===== config.mk =====
export PLATFORM = sky130hd
export DESIGN_NAME = alu_arbiter
export DESIGN_NICKNAME = d
export VERILOG_FILES = /design/src/rtl/alu_arbiter.sv
export SDC_FILE = /design/constraint.sdc
export NUM_CORES = 1
export LEC_CHECK = 0
export BUFFER_PORTS_ARGS = -buffer_cell sky130_fd_sc_hd__buf_2
export CELL_PAD_IN_SITES_DETAIL_PLACEMENT = 0
export CELL_PAD_IN_SITES_GLOBAL_PLACEMENT = 1
export CORE_MARGIN = 2
export CORE_UTILIZATION = 28
export CTS_CLUSTER_DIAMETER = 150
export CTS_CLUSTER_SIZE = 30
export DETAILED_ROUTE_END_ITERATION = 7
export PLACE_DENSITY = 0.83
export SLEW_MARGIN = 5
export SYNTH_ARGS = -nofsm -noshare
export SYNTH_HDL_FRONTEND = slang
export SYNTH_SLANG_ARGS = --single-unit
export TNS_END_PERCENT = 1

===== constraint.sdc =====
create_clock -name clk_i -period 1.65 [get_ports clk_i]
set_clock_uncertainty 0.15 [all_clocks]
set_input_delay 0.165 -clock clk_i [delete_from_list [all_inputs] [get_ports clk_i]]
set_output_delay 0.165 -clock clk_i [all_outputs]
set_load 0.03 [all_outputs]

===== src/rtl/alu_arbiter.sv =====
// Two-requester front end for a single shared ALU.
// Grants one operation at a time with round-robin priority, drives the registered
// operands to the ALU for a code-dependent number of cycles, captures the result and
// holds it until the consumer accepts it.
module alu_arbiter #(
  parameter int unsigned MUL_CYCLES   = 2,
  parameter int unsigned OTHER_CYCLES = 1
) (
  input  logic        clk_i,
  input  logic        rst_i,

  input  logic        req0_valid_i,
  output logic        req0_ready_o,
  input  logic [31:0] req0_data1_i,
  input  logic [31:0] req0_data2_i,
  input  logic [2:0]  req0_ctrl_i,

  input  logic        req1_valid_i,
  output logic        req1_ready_o,
  input  logic [31:0] req1_data1_i,
  input  logic [31:0] req1_data2_i,
  input  logic [2:0]  req1_ctrl_i,

  output logic [31:0] alu_data1_o,
  output logic [31:0] alu_data2_o,
  output logic [2:0]  alu_ctrl_o,
  input  logic [31:0] alu_result_i,

  output logic        resp_valid_o,
  output logic        resp_id_o,
  output logic [31:0] resp_data_o,
  input  logic        resp_ready_i
);

  localparam logic [1:0] ST_IDLE = 2'd0;
  localparam logic [1:0] ST_EXEC = 2'd1;
  localparam logic [1:0] ST_RESP = 2'd2;

  localparam logic [2:0] CTRL_MUL = 3'b010;

  // Counter counts down to zero, so it is loaded with one less than the cycle count.
  localparam logic [3:0] MUL_LOAD   = 4'(MUL_CYCLES - 1);
  localparam logic [3:0] OTHER_LOAD = 4'(OTHER_CYCLES - 1);

  logic [1:0]  r_state;
  logic [1:0]  w_state_nxt;
  logic [3:0]  r_cnt;
  logic        r_last;
  logic        r_id;
  logic [31:0] r_resp_data;
  logic [31:0] r_alu_data1;
  logic [31:0] r_alu_data2;
  logic [2:0]  r_alu_ctrl;

  logic        w_pick1;
  logic        w_grant_en;
  logic        w_grant0;
  logic        w_grant1;
  logic [31:0] w_sel_data1;
  logic [31:0] w_sel_data2;
  logic [2:0]  w_sel_ctrl;
  logic [3:0]  w_cnt_load;
  logic        w_exec_done;

  // Round-robin pick: requester 1 wins when it is alone, or when both are pending and
  // requester 0 was granted last.
  always_comb begin
    w_pick1    = req1_valid_i & (~req0_valid_i | ~r_last);
    w_grant_en = (r_state == ST_IDLE) & ~rst_i & (req0_valid_i | req1_valid_i);
    w_grant0   = w_grant_en & ~w_pick1;
    w_grant1   = w_grant_en & w_pick1;
  end

  // Operand mux for the winning requester and its cycle budget.
  always_comb begin
    w_sel_data1 = w_pick1 ? req1_data1_i : req0_data1_i;
    w_sel_data2 = w_pick1 ? req1_data2_i : req0_data2_i;
    w_sel_ctrl  = w_pick1 ? req1_ctrl_i  : req0_ctrl_i;
    w_cnt_load  = (w_sel_ctrl == CTRL_MUL) ? MUL_LOAD : OTHER_LOAD;
  end

  assign w_exec_done = (r_state == ST_EXEC) && (r_cnt == 4'd0);

  // Next-state logic for the IDLE -> EXEC -> RESP sequence.
  always_comb begin
    w_state_nxt = r_state;
    case (r_state)
      ST_IDLE: begin
        if (w_grant_en) begin
          w_state_nxt = ST_EXEC;
        end
      end
      ST_EXEC: begin
        if (w_exec_done) begin
          w_state_nxt = ST_RESP;
        end
      end
      ST_RESP: begin
        // Return to IDLE only; the next grant is evaluated in the following cycle.
        if (resp_ready_i) begin
          w_state_nxt = ST_IDLE;
        end
      end
      default: w_state_nxt = ST_IDLE;
    endcase
  end

  // State register.
  always_ff @(posedge clk_i) begin
    if (rst_i) begin
      r_state <= ST_IDLE;
    end else begin
      r_state <= w_state_nxt;
    end
  end

  // Latch the winner's operation; ALU registers hold it until the next grant.
  always_ff @(posedge clk_i) begin
    if (rst_i) begin
      r_alu_data1 <= 32'd0;
      r_alu_data2 <= 32'd0;
      r_alu_ctrl  <= 3'b000;
      r_id        <= 1'b0;
    end else if (w_grant_en) begin
      r_alu_data1 <= w_sel_data1;
      r_alu_data2 <= w_sel_data2;
      r_alu_ctrl  <= w_sel_ctrl;
      r_id        <= w_pick1;
    end
  end

  // Last-grant pointer; resets to 1 so requester 0 wins the first contested round.
  always_ff @(posedge clk_i) begin
    if (rst_i) begin
      r_last <= 1'b1;
    end else if (w_grant_en) begin
      r_last <= w_pick1;
    end
  end

  // Execution cycle counter: loaded on grant, counts down while in EXEC.
  always_ff @(posedge clk_i) begin
    if (rst_i) begin
      r_cnt <= 4'd0;
    end else if (w_grant_en) begin
      r_cnt <= w_cnt_load;
    end else if ((r_state == ST_EXEC) && (r_cnt != 4'd0)) begin
      r_cnt <= r_cnt - 4'd1;
    end
  end

  // Capture the ALU result in the last EXEC cycle; held through RESP.
  always_ff @(posedge clk_i) begin
    if (rst_i) begin
      r_resp_data <= 32'd0;
    end else if (w_exec_done) begin
      r_resp_data <= alu_result_i;
    end
  end

  assign req0_ready_o = w_grant0;
  assign req1_ready_o = w_grant1;
  assign alu_data1_o  = r_alu_data1;
  assign alu_data2_o  = r_alu_data2;
  assign alu_ctrl_o   = r_alu_ctrl;
  assign resp_valid_o = (r_state == ST_RESP);
  assign resp_id_o    = r_id;
  assign resp_data_o  = r_resp_data;

endmodule


## Yosys cells after proc, flatten, opt, wreduce, memory -nomap -nowiden

Cells that the tools add are included.

| cells by class | value |
|---|---|
| eq/ne operators | 6 |
| reductions and logical operators | 7 |
| $add $sub $neg | 1 |
| bitwise gates (word level) | 11 |
| muxes and demuxes | 10 |

Operators by type and width:

| cell | number |
|---|---|
| $mux 32 | 2 |
| $mux 4 | 2 |
| $mux 2 | 3 |
| $pmux 2 s3 | 1 |
| $and 1x1->1 | 5 |
| $logic_not 4->1 | 1 |
| $ne 2x2->1 const B | 2 |
| $not 1->1 | 4 |
| $reduce_bool 4->1 | 1 |
| $sub 4x1->4 const B | 1 |
| $eq 3x2->1 const B | 1 |
| $mux 3 | 1 |
| $reduce_and 3->1 | 1 |
| $eq 2x1->1 const B | 1 |
| $eq 2x2->1 const B | 1 |
| $logic_and 1x1->1 | 2 |
| $logic_not 2->1 | 1 |
| $ne 2x1->1 const B | 1 |
| $or 1x1->1 | 2 |
| $reduce_bool 2->1 | 1 |
| $mux 1 | 1 |

| word-level totals | value |
|---|---|
| bits of input ports | 171 |
| output and inout port bits | 103 |
| logic and storage cells | 43 |
| bits in registers | 107 |

## Longest topological paths before layout

| logic depth | value |
|---|---|
| word-level depth | 7 |
| gate-level depth with buffers | 7 |
| depth with buffers taken out | 5 |

## Worst setup path before layout

No wires, ideal clock.

| timing path | value |
|---|---|
| kind | flip-flop to output port |
| from | reg r_state[0] |
| to | out req0_ready_o |
| path slack | -0.311 ns |
| path buffers | 2 |
| stages on the path, launching flop included | 6 |
| required time | 1.335 ns |
| arrival | 1.646 ns |
| cell sequence | dfxtp_1 > clkbuf_2 > nor2_2 > clkbuf_1 > nand2_1 > nor3_1 |

| on the way | value |
|---|---|
| longest elaborated chain between the ends | 4 |

Ends and longest elaborated chain:

| what | line | text |
|---|---|---|
| start: declaration | 45 | `logic [1:0] r_state;` |
| start signal: assignment | 113 | `r_state <= w_state_nxt;` |
| $logic_not 2->1 | 69 | `w_grant_en = (r_state == ST_IDLE) & ~rst_i & (req0_valid_i \| req1_valid_i);` |
| $and 1x1->1 (2 in series) | 69 |  |
| $and 1x1->1 | 70 | `w_grant0 = w_grant_en & ~w_pick1;` |
| end: declaration | 13 | `output logic req0_ready_o,` |

Every way passes these cells.

## Final worst setup path

| timing path | value |
|---|---|
| from | reg r_cnt[0] |
| to | reg r_resp_data[0], in the netlist resp_data_o[0] |

| on the way | value |
|---|---|
| longest elaborated chain between the ends | 2 |

Ends and longest elaborated chain:

| what | line | text |
|---|---|---|
| start: declaration | 47 | `logic [3:0] r_cnt;` |
| start signal: assignment | 146 | `r_cnt <= w_cnt_load;` |
| start signal: assignment | 148 | `r_cnt <= r_cnt - 4'd1;` |
| $logic_not 4->1 | 82 | `assign w_exec_done = (r_state == ST_EXEC) && (r_cnt == 4'd0);` |
| $logic_and 1x1->1 | 82 |  |
| end signal: assignment | 157 | `r_resp_data <= alu_result_i;` |
| end: declaration | 50 | `logic [31:0] r_resp_data;` |

Every way passes these cells.
A chain may end at the register's enable or synchronous reset.

==> insert_results.sql <==
INSERT INTO impl_metrics (metric_group, metric, value, unit) VALUES
('placement', 'dp_cells', '974', ''),
('drt', 'dr_total_vias', '5036', ''),
('layout', 'layout.cell_area.non_filler', '7550', 'um^2'),
('power', 'power.clock.fraction', '0.287', ''),
('drt', 'dr.pass1.iters', '4', ''),
('cts', 'clock_tree.buffer_depth', '2', ''),
('floorplanning', 'die_width', '134', 'um'),
('power', 'netSwitchingFraction', '0.342', ''),
('floorplanning', 'initial_core_util', '0.285', ''),
('critical_path', 'crit_fanout', '8', ''),
('grt', 'grt_use_met3', '0.0377', ''),
('critical_path', 'r2r.worst_path.cells', '6', ''),
('layout', 'commonest_cells_after_routing_fill_and_taps_aside', 'buf_2, dfxtp_1, a21oi_1, a211oi_1, mux2i_1', ''),
('synthesis', 'synth_sequential_area_ratio', '0.455', ''),
('grt', 'grt_pass1_wl', '24600', 'um'),
('cts', 'cts_sinks', '107', ''),
('placement', 'placement.cell_area', '6470', 'um^2'),
('critical_path', 'critical_path.max_stage_delay', '460', 'ps'),
('critical_path', 'worstReg2RegStart', 'r_cnt[0]$_SDFFE_PP0P_', ''),
('power', 'power.ir.vdd_worst', '0.507', 'mV'),
('synthesis', 'post_synth_inst_count', '508', ''),
('floorplanning', 'floorplan_die_height', '134', 'um'),
('power', 'p_sw', '2.71', 'mW'),
('sta', 'post-route-worst-setup-slack', '-53.0', 'ps'),
('grt', 'first_global_vias', '4826', ''),
('sta', 'setup_viol', '30', ''),
('sta', 'tns', '-583', 'ps'),
('cts', 'tritoncts', 'yes', ''),
('critical_path', 'cp_cell_sequence', 'inv_2 -> ha_4 -> or3b_4 -> buf_6 -> o21ai_1 -> a21oi_1', ''),
('grt', 'grt_util_met1', '0.220', ''),
('drt', 'route.final.wire_length', '16400', 'um'),
('grt', 'grt_max_degree', '51', ''),
('layout', 'drive_above_1_share', '0.441', ''),
('layout', 'fillers', '1613', ''),
('critical_path', 'cp-end-kind', 'flop', ''),
('grt', 'track_usage', '0.172', ''),
('placement', 'numPortBuffers', '273', ''),
('cts', 'cts_inserted_buffers', '9', ''),
('critical_path', 'reg2reg_to', 'resp_data_o[0]$_SDFFE_PP0P_', ''),
('power', 'power', '7.94', 'mW'),
('layout', 'final_util', '0.457', ''),
('grt', 'grt-ovfl-total', '0', ''),
('drt', 'detailed_route_iter0_violations', '182', ''),
('drt', 'drtAntennaViolNets', '0', ''),
('placement', 'gp_routability_congestion', '0.728', ''),
('critical_path', 'critical_path.startpoint_type', 'flop', ''),
('sta', 'finalCriticalPeriod', '1700', 'ps'),
('synthesis', 'synthesis.area_per_instance', '9.26', 'um^2'),
('cts', 'ctsHtreeMaxLevel', '3', ''),
('grt', 'grt_antenna_before_repair', '0', ''),
('layout', 'layout_commonest_cell', 'buf_2', ''),
('grt', 'gr-usage-met2', '0.285', ''),
('synthesis', 'primary_ff_master_synth', 'dfxtp_1', ''),
('status', 'outcome', 'complete, but fails checks', ''),
('critical_path', 'critical_path_required', '1720', 'ps'),
('floorplanning', 'die_area', '17900', 'um^2'),
('drt', 'wire_per_inst', '15.6', 'um'),
('worst_hold_path', 'hold_path.class', 'input port to flop', ''),
('power', 'seq_pwr_share', '0.384', ''),
('status', 'violations', 'negative setup slack', ''),
('worst_hold_path', 'hold_depth', '3', ''),
('grt', 'gr-max-usage-layer', 'met2', ''),
('power', 'power_density', '1050', 'nW/um^2'),
('floorplanning', 'fp-row-count', '47', ''),
('drt', 'drc', '0', ''),
('layout', 'layout.nets', '999', ''),
('synthesis', 'synth_cell_types', '39', ''),
('critical_path', 'reg2reg_setup_slack', '-50', 'ps'),
('power', 'power.internal', '5.23', 'mW'),
('synthesis', 'synth_enable_flop_cells', '0', ''),
('placement', 'place_hpwl', '11000', 'um');
[power groups by stage]
stage / clock (mW) / sequential, mW / combinational [mW]
after floorplan: 0 / 3.67 / 0.927
after global placement: 0 / 3.09 / 2.37
after detailed placement: 0 / 3.09 / 2.39
after CTS: 2.36 / 3.04 / 2.53
after global routing: 2.46 / 3.08 / 2.81
final: 2.28 / 3.05 / 2.61
[layer usage]
metal / part of all wire / vias to the layer above
met5: 0 / -
met4: 0.021 / 0
met3: 0.062 / 27
met1: 0.44 / 2283
li1: - / 2528
met2: 0.48 / 198
[worst max-delay path by stage]
stage                                startpoint                           end  depth (start not counted)  slack [ps]
after global placement    r_cnt[0]$_SDFFE_PP0P_  resp_data_o[17]$_SDFFE_PP0P_                          6         -30
after CTS                 r_cnt[0]$_SDFFE_PP0P_   resp_data_o[0]$_SDFFE_PP0P_                          6         -40
after floorplan           r_cnt[0]$_SDFFE_PP0P_         r_cnt[3]$_SDFFE_PP0P_                          5         -50
after detailed placement  r_cnt[0]$_SDFFE_PP0P_  resp_data_o[11]$_SDFFE_PP0P_                          6        -100
after global routing      r_cnt[0]$_SDFFE_PP0P_  resp_data_o[18]$_SDFFE_PP0P_                          6         -80
final                     r_cnt[0]$_SDFFE_PP0P_   resp_data_o[0]$_SDFFE_PP0P_                          6         -50
[state kept, by name, indices dropped and copies added (netlist names)]
signal and flops:
alu_data1_o 32, r_last 1, alu_ctrl_o 3, r_state 2
resp_data_o 32, resp_id_o 1, alu_data2_o 32, r_cnt 4
[cells by family after synthesis]
kind of cell,synth area share
compound gates,0.269
fa+ha+maj,0.00532
mux,0.145
flops,0.455
buf+inv,0.0596
simple gates,0.0667
[Yosys cell counts, types with 2 or more instances]
| cell type | instances |
|---|---|
| a211oi_1 | 68 |
| ha_1 | 2 |
| inv_1 | 6 |
| clkbuf_1 | 45 |
| nand2b_1 | 2 |
| buf_2 | 4 |
| nor3b_1 | 2 |
| dfxtp_1 | 107 |
| buf_4 | 7 |
| o21ai_0 | 34 |
| mux2i_1 | 68 |
| nand3_1 | 33 |
| nor2_1 | 4 |
| a21oi_1 | 101 |
[what timing repair did]
item | 4_1_cts | 5_1_grt
hold buffers | 53 | 0
cloned | 0 | 3
endpoints found under the setup margin | 38 | 71
setup buffers | 4 | 1
pin swaps | 6 | 20
resized for setup | 26 | 51
endpoints found under the hold margin | 48 | 0
[area by class of cell]
class                   instances  area, um^2  area share
flip-flops and latches        107        2150       0.284
multi-input cells             337        2430       0.321
clock buffers                   9         225      0.0298
well taps                     220         275      0.0365
inverters                       6        22.5     0.00298
repair buffers                365        2370       0.314
clock inverters                 5        80.1      0.0106
[worst max-delay path, delay by kind of cell (launching register included)]
kind                     cells  cell delay, ps
AO/OA/AOI/OAI                2             240
buffers and inverters        2             260
flip-flops                   1             330
AND/OR/NAND/NOR              1             460
adder cells (fa/ha/maj)      1             130
No activity file was read; power rests on OpenSTA's default activity.
